$ cat config.mk
export PLATFORM = sky130hd
export DESIGN_NAME = apb_rr_arbiter_flat
export DESIGN_NICKNAME = d
export VERILOG_FILES = /design/src/rtl/apb_rr_arbiter_if.sv /design/src/rtl/apb_rr_arbiter.sv /design/src/flat_wrapper.sv
export SDC_FILE = /design/constraint.sdc
export NUM_CORES = 1
export LEC_CHECK = 0
export ABC_AREA = 0
export ABC_CLOCK_PERIOD_IN_PS = 2630
export BUFFER_PORTS_ARGS = -buffer_cell sky130_fd_sc_hd__buf_2
export CORE_AREA = 3 3 104 106
export DETAILED_ROUTE_END_ITERATION = 7
export DIE_AREA = 0 0 107 109
export MAX_ROUTING_LAYER = met4
export PLACE_DENSITY = 0.78
export SETUP_SLACK_MARGIN = 0.02
export SYNTH_ARGS = -nofsm -noshare
export SYNTH_HDL_FRONTEND = slang
export SYNTH_SLANG_ARGS = --single-unit
$ cat constraint.sdc
create_clock -name PCLK -period 2.63 [get_ports PCLK]
set_input_delay 0.789 -clock PCLK [delete_from_list [all_inputs] [get_ports PCLK]]
set_output_delay 0.789 -clock PCLK [all_outputs]
set_load 0.02 [all_outputs]
$ cat src/rtl/apb_rr_arbiter_if.sv
// Bundle of requester-side and APB-side signals for apb_rr_arbiter.
// The master modport is the arbiter's view: it is the APB master and answers
// the requesters. The slave modport is the view of the surrounding logic.
interface apb_rr_arbiter_if #(
    parameter int NUM_REQ = 2,
    parameter int ADDR_W  = 32,
    parameter int DATA_W  = 32
);
    logic [NUM_REQ-1:0]        req_valid;
    logic [NUM_REQ-1:0]        req_write;
    logic [NUM_REQ*ADDR_W-1:0] req_addr;
    logic [NUM_REQ*DATA_W-1:0] req_wdata;
    logic [NUM_REQ-1:0]        req_ack;
    logic [DATA_W-1:0]         req_rdata;
    logic                      req_err;
    logic [NUM_REQ-1:0]        gnt;

    logic                      PSEL;
    logic                      PENABLE;
    logic [ADDR_W-1:0]         PADDR;
    logic                      PWRITE;
    logic [DATA_W-1:0]         PWDATA;
    logic [DATA_W-1:0]         PRDATA;
    logic                      PREADY;

    modport master (
        input  req_valid, req_write, req_addr, req_wdata, PRDATA, PREADY,
        output req_ack, req_rdata, req_err, gnt,
        output PSEL, PENABLE, PADDR, PWRITE, PWDATA
    );

    modport slave (
        output req_valid, req_write, req_addr, req_wdata, PRDATA, PREADY,
        input  req_ack, req_rdata, req_err, gnt,
        input  PSEL, PENABLE, PADDR, PWRITE, PWDATA
    );
endinterface

$ cat src/rtl/apb_rr_arbiter.sv
// Round-robin arbiter sharing one APB master port between NUM_REQ requesters.
// Each granted request runs IDLE -> SETUP -> ACCESS; completion strobes
// req_ack to the winner and moves the priority pointer past it.
// Optional feature macro: APB_TIMEOUT_EN -- adds an ACCESS wait-state limit of
// TIMEOUT_CYC cycles that ends a stalled transfer with req_err=1.
module apb_rr_arbiter #(
    parameter int NUM_REQ     = 2,
    parameter int ADDR_W      = 32,
    parameter int DATA_W      = 32,
    parameter int TIMEOUT_CYC = 16
) (
    input  logic             PCLK,
    input  logic             PRESET,
    apb_rr_arbiter_if.master bus
);
    localparam int IDX_W = (NUM_REQ > 1) ? $clog2(NUM_REQ) : 1;

    typedef enum logic [1:0] {
        IDLE   = 2'd0,
        SETUP  = 2'd1,
        ACCESS = 2'd2
    } state_t;

    generate
        if (NUM_REQ < 2 || NUM_REQ > 8 || TIMEOUT_CYC < 2 || TIMEOUT_CYC > 255) begin : g_bad_param
            $error("apb_rr_arbiter: NUM_REQ or TIMEOUT_CYC out of range");
        end
    endgenerate

    state_t             state_reg;
    logic [IDX_W-1:0]   ptr_reg;
    logic [IDX_W-1:0]   idx_reg;
    logic [NUM_REQ-1:0] gnt_reg;
    logic               psel_reg;
    logic               penable_reg;
    logic               pwrite_reg;
    logic [ADDR_W-1:0]  paddr_reg;
    logic [DATA_W-1:0]  pwdata_reg;

    logic [ADDR_W-1:0]  addr_arr  [NUM_REQ];
    logic [DATA_W-1:0]  wdata_arr [NUM_REQ];

    logic               pick_found_next;
    logic [IDX_W-1:0]   pick_idx_next;
    logic [IDX_W-1:0]   cand_idx;
    logic               timeout_hit;
    logic               done;

    // Modular increment of a requester index, wrapping NUM_REQ-1 -> 0.
    function automatic logic [IDX_W-1:0] wrap_add(input logic [IDX_W-1:0] base, input int offs);
        int sum;
        sum = int'(base) + offs;
        if (sum >= NUM_REQ) begin
            sum = sum - NUM_REQ;
        end
        return IDX_W'(sum);
    endfunction

    genvar gi;
    generate
        for (gi = 0; gi < NUM_REQ; gi++) begin : g_unpack
            assign addr_arr[gi]  = bus.req_addr[gi*ADDR_W +: ADDR_W];
            assign wdata_arr[gi] = bus.req_wdata[gi*DATA_W +: DATA_W];
        end
    endgenerate

    // Pick the first valid requester scanning upward from the pointer.
    always_comb begin
        pick_found_next = 1'b0;
        pick_idx_next   = '0;
        cand_idx        = '0;
        for (int k = 0; k < NUM_REQ; k++) begin
            cand_idx = wrap_add(ptr_reg, k);
            if (!pick_found_next && bus.req_valid[cand_idx]) begin
                pick_found_next = 1'b1;
                pick_idx_next   = cand_idx;
            end
        end
    end

`ifdef APB_TIMEOUT_EN
    logic [7:0] wait_cnt_reg;

    // The counter has already counted TIMEOUT_CYC-1 stalled cycles when this fires.
    assign timeout_hit = (state_reg == ACCESS) && !bus.PREADY
                         && (wait_cnt_reg == 8'(TIMEOUT_CYC - 1));
    assign bus.req_err = done && !bus.PREADY;
`else
    assign timeout_hit = 1'b0;
    assign bus.req_err = 1'b0;
`endif

    // A completion (normal or timed out) is signalled in the same ACCESS cycle.
    assign done          = (state_reg == ACCESS) && (bus.PREADY || timeout_hit);
    assign bus.req_ack   = done ? gnt_reg : '0;
    assign bus.req_rdata = (done && bus.PREADY && !pwrite_reg) ? bus.PRDATA : '0;

    assign bus.gnt     = gnt_reg;
    assign bus.PSEL    = psel_reg;
    assign bus.PENABLE = penable_reg;
    assign bus.PADDR   = paddr_reg;
    assign bus.PWRITE  = pwrite_reg;
    assign bus.PWDATA  = pwdata_reg;

    // Transfer FSM with registered APB outputs, grant and round-robin pointer.
    always_ff @(posedge PCLK) begin
        if (PRESET) begin
            state_reg    <= IDLE;
            ptr_reg      <= '0;
            idx_reg      <= '0;
            gnt_reg      <= '0;
            psel_reg     <= 1'b0;
            penable_reg  <= 1'b0;
            pwrite_reg   <= 1'b0;
            paddr_reg    <= '0;
            pwdata_reg   <= '0;
`ifdef APB_TIMEOUT_EN
            wait_cnt_reg <= '0;
`endif
        end else begin
            case (state_reg)
                IDLE: begin
                    psel_reg    <= 1'b0;
                    penable_reg <= 1'b0;
                    if (pick_found_next) begin
                        state_reg  <= SETUP;
                        psel_reg   <= 1'b1;
                        idx_reg    <= pick_idx_next;
                        gnt_reg    <= {{(NUM_REQ-1){1'b0}}, 1'b1} << pick_idx_next;
                        paddr_reg  <= addr_arr[pick_idx_next];
                        pwrite_reg <= bus.req_write[pick_idx_next];
                        // Reads never expose a stale write payload on PWDATA.
                        pwdata_reg <= bus.req_write[pick_idx_next] ? wdata_arr[pick_idx_next] : '0;
                    end
                end
                SETUP: begin
                    state_reg    <= ACCESS;
                    penable_reg  <= 1'b1;
`ifdef APB_TIMEOUT_EN
                    wait_cnt_reg <= '0;
`endif
                end
                ACCESS: begin
                    if (done) begin
                        state_reg   <= IDLE;
                        psel_reg    <= 1'b0;
                        penable_reg <= 1'b0;
                        gnt_reg     <= '0;
                        ptr_reg     <= wrap_add(idx_reg, 1);
                    end
`ifdef APB_TIMEOUT_EN
                    else if (!bus.PREADY) begin
                        wait_cnt_reg <= wait_cnt_reg + 8'd1;
                    end
`endif
                end
                default: begin
                    state_reg <= IDLE;
                end
            endcase
        end
    end
endmodule

$ cat src/flat_wrapper.sv
// flat-port wrapper written by rule: the top's interface ports become plain ports
module apb_rr_arbiter_flat 
#(
    parameter int NUM_REQ     = 2,
    parameter int ADDR_W      = 32,
    parameter int DATA_W      = 32,
    parameter int TIMEOUT_CYC = 16
)
  (PCLK, PRESET, bus_req_valid, bus_req_write, bus_req_addr, bus_req_wdata, bus_PRDATA, bus_PREADY, bus_req_ack, bus_req_rdata, bus_req_err, bus_gnt, bus_PSEL, bus_PENABLE, bus_PADDR, bus_PWRITE, bus_PWDATA);
  apb_rr_arbiter_if #(.NUM_REQ(NUM_REQ), .ADDR_W(ADDR_W), .DATA_W(DATA_W)) bus_i ();
  input  logic PCLK;
  input  logic PRESET;
  input wire logic [$bits(bus_i.req_valid)-1:0] bus_req_valid;
  input wire logic [$bits(bus_i.req_write)-1:0] bus_req_write;
  input wire logic [$bits(bus_i.req_addr)-1:0] bus_req_addr;
  input wire logic [$bits(bus_i.req_wdata)-1:0] bus_req_wdata;
  input wire logic [$bits(bus_i.PRDATA)-1:0] bus_PRDATA;
  input wire logic [$bits(bus_i.PREADY)-1:0] bus_PREADY;
  output wire logic [$bits(bus_i.req_ack)-1:0] bus_req_ack;
  output wire logic [$bits(bus_i.req_rdata)-1:0] bus_req_rdata;
  output wire logic [$bits(bus_i.req_err)-1:0] bus_req_err;
  output wire logic [$bits(bus_i.gnt)-1:0] bus_gnt;
  output wire logic [$bits(bus_i.PSEL)-1:0] bus_PSEL;
  output wire logic [$bits(bus_i.PENABLE)-1:0] bus_PENABLE;
  output wire logic [$bits(bus_i.PADDR)-1:0] bus_PADDR;
  output wire logic [$bits(bus_i.PWRITE)-1:0] bus_PWRITE;
  output wire logic [$bits(bus_i.PWDATA)-1:0] bus_PWDATA;
  assign bus_i.req_valid = bus_req_valid;
  assign bus_i.req_write = bus_req_write;
  assign bus_i.req_addr = bus_req_addr;
  assign bus_i.req_wdata = bus_req_wdata;
  assign bus_i.PRDATA = bus_PRDATA;
  assign bus_i.PREADY = bus_PREADY;
  assign bus_req_ack = bus_i.req_ack;
  assign bus_req_rdata = bus_i.req_rdata;
  assign bus_req_err = bus_i.req_err;
  assign bus_gnt = bus_i.gnt;
  assign bus_PSEL = bus_i.PSEL;
  assign bus_PENABLE = bus_i.PENABLE;
  assign bus_PADDR = bus_i.PADDR;
  assign bus_PWRITE = bus_i.PWRITE;
  assign bus_PWDATA = bus_i.PWDATA;
  apb_rr_arbiter #(.NUM_REQ(NUM_REQ), .ADDR_W(ADDR_W), .DATA_W(DATA_W), .TIMEOUT_CYC(TIMEOUT_CYC)) u_core (.PCLK(PCLK), .PRESET(PRESET), .bus(bus_i));
endmodule
; ---- Word level (Yosys, flattened, before mapping)
; Cells that the tools add are included.
[totals]
elab_cells = 73
out_inout_bits = 104
reg_bits = 73
input_bits = 167
[classes]
order_cmp = 7
bitwise = 1
addsub = 5
mux = 31
shift = 1
n_eq_ne = 4
reduce_logical = 15
[ops]
columns = cell, n
row1 = $mux W32, 8
row2 = $mux W1, 15
row3 = $reduce_and A2 Y1, 5
row4 = $mux W2, 4
row5 = $ge A2 B2 Y1 const B, 3
row6 = $lt A1 B2 Y1 const B, 3
row7 = $pmux W2 S3, 1
row8 = $add A1 B1 Y2 const B, 2
row9 = $logic_and A1 B1 Y1, 4
row10 = $ne A2 B1 Y1 const B, 2
row11 = $pmux W2 S2, 1
row12 = $pmux W1 S3, 1
row13 = $reduce_and A3 Y1, 1
row14 = $reduce_bool A3 Y1, 1
row15 = $sub A1 B1 Y1 const B, 3
row16 = $eq A2 B1 Y1 const B, 1
row17 = $eq A2 B2 Y1 const B, 1
row18 = $ge A1 B2 Y1 const B, 1
row19 = $logic_not A1 Y1, 2
row20 = $logic_not A2 Y1, 1
row21 = $not A1 Y2, 1
row22 = $pmux W1 S2, 1
row23 = $reduce_bool A2 Y1, 1
row24 = $shl A1 B1 Y2 const A, 1

; ---- Longest topological paths before layout
[depth]
depth_word = 13
depth_mapped = 7
ltp_nobuf = 4

; ---- Least setup slack after synthesis
; OpenSTA, ideal clock, no wires.
[synth_timing]
path_kind = input-to-output
startpoint = in bus_PREADY
endpoint = out bus_req_rdata[0]
path_buffers = 1
path_stages = 4
t_required_ps = 1841
slack_ps = 271
t_arrival_ps = 1570
cell_sequence = nand3b_2 nor2_1 clkbuf_1 and2_1
[synth_between]
elab_chain_len = 4
[synth_rtl]
columns = element, line
row1 = start: declaration, flat_wrapper.sv:18  ; input wire logic [$bits(bus_i.PREADY)-1:0] bus_PREADY;
row2 = $logic_and A1 B1 Y1, apb_rr_arbiter.sv:94  ; assign done = (state_reg == ACCESS) && (bus.PREADY || timeout_hit);
row3 = $logic_and A1 B1 Y1 * (2 in series), apb_rr_arbiter.sv:96  ; assign bus.req_rdata = (done && bus.PREADY && !pwrite_reg) ? bus.PRDATA : '0;
row4 = $mux W32 *, apb_rr_arbiter.sv:96
row5 = end: declaration, flat_wrapper.sv:20  ; output wire logic [$bits(bus_i.req_rdata)-1:0] bus_req_rdata;
; Every way passes the cells marked *; elsewhere a longest branch is shown, timed or not.

; ---- Worst setup path in the final report
; Ends and elaborated chain as after synthesis.

==> metrics.txt <==
# TYPE chip_impl_metric gauge
chip_impl_info{name="run_status",value="complete, no violations"} 1
chip_impl_metric{name="routed_wl",unit="um"} 13800
chip_impl_metric{name="initial_util",unit=""} 0.413
chip_impl_metric{name="skew",unit="ns"} 0.0101
chip_impl_metric{name="ctsResizeCount",unit=""} 0
chip_impl_metric{name="placement.io_buffers",unit=""} 269
chip_impl_metric{name="core_area",unit="mm2"} 0.00986
chip_impl_metric{name="drv_cap",unit=""} 0
chip_impl_info{name="worstPathCellList",value="buf_2, nand3b_2, nor2_1, buf_12, and2_1, buf_2"} 1
chip_impl_metric{name="cts_inserted_buffers",unit=""} 9
chip_impl_metric{name="reg2reg_setup_slack",unit="ns"} 0.67
chip_impl_metric{name="postSynthCellCount",unit=""} 487
chip_impl_metric{name="cp.arrival",unit="ns"} 1.66
chip_impl_metric{name="postSynthNetCount",unit=""} 654
chip_impl_metric{name="postCtsSetupRepairBufs",unit=""} 0
chip_impl_metric{name="rr_worst_depth",unit=""} 4
chip_impl_metric{name="cts.hold.buffers_added",unit=""} 0
chip_impl_metric{name="antenna_found_initial",unit=""} 1
chip_impl_metric{name="maxSlewViolCount",unit=""} 0
chip_impl_metric{name="synth_cell_type_count",unit=""} 31
chip_impl_metric{name="worst-path-max-fanout",unit=""} 32
chip_impl_info{name="r2r_start",value="u_core.state_reg[1]$_SDFFE_PP0P_"} 1
chip_impl_metric{name="gp_congestion",unit=""} 0.863
chip_impl_info{name="cts.root.buffer_cell",value="sky130_fd_sc_hd__clkbuf_8"} 1
chip_impl_metric{name="critical_path.max_stage_delay",unit="ns"} 0.19
chip_impl_metric{name="synth.yosys.seq_area_share",unit=""} 0.359
chip_impl_metric{name="chip_height",unit="um"} 109
chip_impl_metric{name="routedWlPerCell",unit="um"} 16.0
chip_impl_metric{name="clock_insertion_delay_worst_skew",unit="ns"} 0.34
chip_impl_info{name="rsz_0062_raised_after_global_routing",value="false"} 1
chip_impl_metric{name="peakVddDrop",unit="mV"} 0.227
chip_impl_metric{name="cp_required",unit="ns"} 1.84
chip_impl_metric{name="worst-path-stages",unit=""} 6
chip_impl_metric{name="num_rows",unit=""} 36
chip_impl_info{name="ws_path_type",value="in -> out"} 1
chip_impl_metric{name="power_density",unit="mW/mm2"} 550
chip_impl_metric{name="overall_die_width",unit="um"} 107
chip_impl_metric{name="area_growth_syn_to_layout",unit="%"} 39.5
chip_impl_metric{name="grt_max_degree",unit=""} 102
chip_impl_metric{name="ys_ff_latch",unit=""} 73
chip_impl_metric{name="timing.slew.headroom",unit=""} 0.359
chip_impl_metric{name="vias_per_cell",unit=""} 5.32
chip_impl_metric{name="finalCoreUtilization",unit=""} 0.576
chip_impl_metric{name="async_flop_share",unit=""} 0
chip_impl_metric{name="cts.clk_slew.worst_paths",unit="ns"} 0.08
chip_impl_metric{name="finalHoldViolCount",unit=""} 0
chip_impl_metric{name="grt_usage",unit=""} 0.223
chip_impl_metric{name="total_power",unit="mW"} 3.12
chip_impl_metric{name="antenna_violating_nets_post_route",unit=""} 0
chip_impl_metric{name="synthesis.yosys.warnings",unit=""} 0
chip_impl_metric{name="floorplan.io_pins",unit=""} 271
chip_impl_metric{name="post_synth.cell_area_avg",unit="um2"} 8.36
chip_impl_metric{name="drt_pre_antenna_iters",unit=""} 5
chip_impl_metric{name="die-area",unit="mm2"} 0.0117
chip_impl_metric{name="number_of_enable_type_register_cells_in_the_synthesized_netlist",unit=""} 0
chip_impl_info{name="regToRegEndpoint",value="u_core.bus.PWDATA[31]$_SDFFE_PP0P_"} 1
chip_impl_metric{name="overflow",unit=""} 0
chip_impl_metric{name="maxClockFrequency",unit="MHz"} 408
chip_impl_metric{name="vias",unit=""} 4574
chip_impl_metric{name="total_negative_slack_for_setup_checks",unit="ns"} 0
chip_impl_info{name="main_synth_ff_type",value="sky130_fd_sc_hd__dfxtp_1"} 1
chip_impl_info{name="worst_setup_path_startpoint",value="bus_PREADY"} 1
chip_impl_info{name="cp_slowest_cell",value="sky130_fd_sc_hd__buf_12"} 1
chip_impl_metric{name="buffers_plus_inverters_on_the_worst_setup_path",unit=""} 3
chip_impl_metric{name="drtIter0Drc",unit=""} 486
chip_impl_metric{name="first_pass_grt_wire_length",unit="um"} 20500
chip_impl_metric{name="worst_hold_path.num_cells",unit=""} 2
chip_impl_info{name="hold_path.class",value="reg -> reg"} 1
chip_impl_metric{name="cts_max_path_buffers",unit=""} 2
chip_impl_metric{name="power.static_leakage",unit="nW"} 2.97
chip_impl_metric{name="fin_crit_sh",unit=""} 0.933
chip_impl_metric{name="synth.cell_area",unit="mm2"} 0.00407
chip_impl_metric{name="grt_pass1_vias",unit=""} 4194
chip_impl_info{name="worst_path_most_repeated_cell",value="sky130_fd_sc_hd__buf_2"} 1
chip_impl_info{name="layout.cells.most_common",value="sky130_fd_sc_hd__buf_2"} 1
chip_impl_metric{name="placement.cell_area",unit="mm2"} 0.00545
chip_impl_info{name="cp-endpoint",value="bus_req_rdata[0]"} 1
chip_impl_info{name="worst_path_dominant_cell_family",value="buffers and inverters"} 1
chip_impl_metric{name="whs",unit="ns"} 0.450
chip_impl_metric{name="worstMarginPinSlew",unit="ns"} 0.961
chip_impl_metric{name="post-route-drc-count",unit=""} 0
chip_impl_metric{name="finalWorstPathRequiredPeriod",unit="ns"} 2.45
chip_impl_info{name="tritoncts",value="built"} 1
chip_impl_metric{name="layout-drive-gt1-share",unit=""} 0.498
chip_impl_info{name="critPathCaptureType",value="output pin"} 1
chip_impl_metric{name="cts_sinks",unit=""} 73
chip_impl_metric{name="nets",unit=""} 888
chip_impl_info{name="critPathLaunchType",value="primary input"} 1
chip_impl_metric{name="detailed_place_hpwl",unit="um"} 10200
chip_impl_info{name="mostFrequentLayoutCells",value="sky130_fd_sc_hd__buf_2 (268), sky130_fd_sc_hd__dfxtp_1 (73), sky130_fd_sc_hd__nand2_1 (67), sky130_fd_sc_hd__nor2_1 (41), sky130_fd_sc_hd__nand3_1 (35)"} 1
chip_impl_metric{name="setup-violations-final",unit=""} 0
chip_impl_metric{name="final_cell_area",unit="mm2"} 0.00568
chip_impl_metric{name="cts_max_level",unit=""} 3
-- stage by stage --
stage	setup WS, ns	std cells
6_report	0.176	859
3_3_place_gp	0.209	843
3_5_place_dp	0.176	843
4_1_cts	0.174	858
2_1_floorplan	0.271	487
5_1_grt	0.0859	859
-- how the worst min path moves through the flow --
stage / start / end / slack, ns
after floorplan: u_core.idx_reg$_SDFFE_PP0P_ / u_core.idx_reg$_SDFFE_PP0P_ / 0.44
after global placement: u_core.bus.PWDATA[31]$_SDFFE_PP0P_ / u_core.bus.PWDATA[31]$_SDFFE_PP0P_ / 0.44
after detailed placement: u_core.bus.PWDATA[0]$_SDFFE_PP0P_ / u_core.bus.PWDATA[0]$_SDFFE_PP0P_ / 0.45
after CTS: u_core.bus.PWDATA[0]$_SDFFE_PP0P_ / u_core.bus.PWDATA[0]$_SDFFE_PP0P_ / 0.46
after global routing: u_core.bus.PWDATA[20]$_SDFFE_PP0P_ / u_core.bus.PWDATA[20]$_SDFFE_PP0P_ / 0.48
final: u_core.bus.PWDATA[0]$_SDFFE_PP0P_ / u_core.bus.PWDATA[0]$_SDFFE_PP0P_ / 0.45
-- worst reg2reg max path: stages (launching register included) --
cell and delay [ns]:
sky130_fd_sc_hd__dfxtp_1 0.38, sky130_fd_sc_hd__nor2_4 0.19, sky130_fd_sc_hd__and4_2 0.91, sky130_fd_sc_hd__o22ai_1 0.22, sky130_fd_sc_hd__a21oi_1 0.18
-- where the power goes --
part,internal [mW],leakage (nW),switching (mW)
logic,0.346,2.25,0.517
clock network,0.583,0.112,0.414
registers,1.21,0.601,0.0564
-- synth_stat cells (3+ instances only) --
| master | instances | area (um2) |
|---|---|---|
| sky130_fd_sc_hd__clkbuf_1 | 22 | 82.6 |
| sky130_fd_sc_hd__and2_1 | 32 | 200 |
| sky130_fd_sc_hd__buf_6 | 7 | 78.8 |
| sky130_fd_sc_hd__o22ai_1 | 3 | 18.8 |
| sky130_fd_sc_hd__nand3_1 | 35 | 175 |
| sky130_fd_sc_hd__buf_2 | 19 | 95.1 |
| sky130_fd_sc_hd__a311oi_1 | 32 | 280 |
| sky130_fd_sc_hd__o22ai_2 | 29 | 363 |
| sky130_fd_sc_hd__a21oi_2 | 29 | 254 |
| sky130_fd_sc_hd__nor2_1 | 41 | 154 |
| sky130_fd_sc_hd__buf_4 | 6 | 45.0 |
| sky130_fd_sc_hd__a21oi_1 | 9 | 45.0 |
| sky130_fd_sc_hd__and3_1 | 32 | 200 |
| sky130_fd_sc_hd__a21boi_0 | 31 | 233 |
| sky130_fd_sc_hd__inv_1 | 3 | 11.3 |
| sky130_fd_sc_hd__nand2_1 | 67 | 251 |
| sky130_fd_sc_hd__dfxtp_1 | 73 | 1460 |
-- area by class of cell --
type                    instances  area (um2)
inverters                       3        11.3
flip-flops and latches         73        1460
well taps                     133         166
multi-input cells             355        2300
repair buffers                279        1510
clock buffers                  11         151
clock inverters                 4        76.3
diodes                          1        2.50
fillers                       871        4180
-- layer usage --
| layer | share of wire | up-vias | track usage | wire [um] |
|---|---|---|---|---|
| li1 | - | 2190 | - | - |
| met5 | 0 | - | - | 0 |
| met2 | 0.47 | 280 | 0.340 | 6420 |
| met3 | 0.098 | 22 | 0.0491 | 1350 |
| met4 | 0.021 | 0 | 0.0868 | 286 |
| met1 | 0.42 | 2082 | 0.290 | 5730 |
-- kinds of logic (layout without fill, tap and decap cells) --
kind of cell | Yosys count | after routing | synth area share
other | 1 | 2 | 0.000921
AOI/OAI and AO/OA | 137 | 137 | 0.301
muxes | 1 | 1 | 0.00246
and+or+nand+nor | 216 | 216 | 0.258
DFF | 73 | 73 | 0.359
buffers and inverters | 59 | 297 | 0.0786
Note: power is estimated with default switching activity, not from simulation.
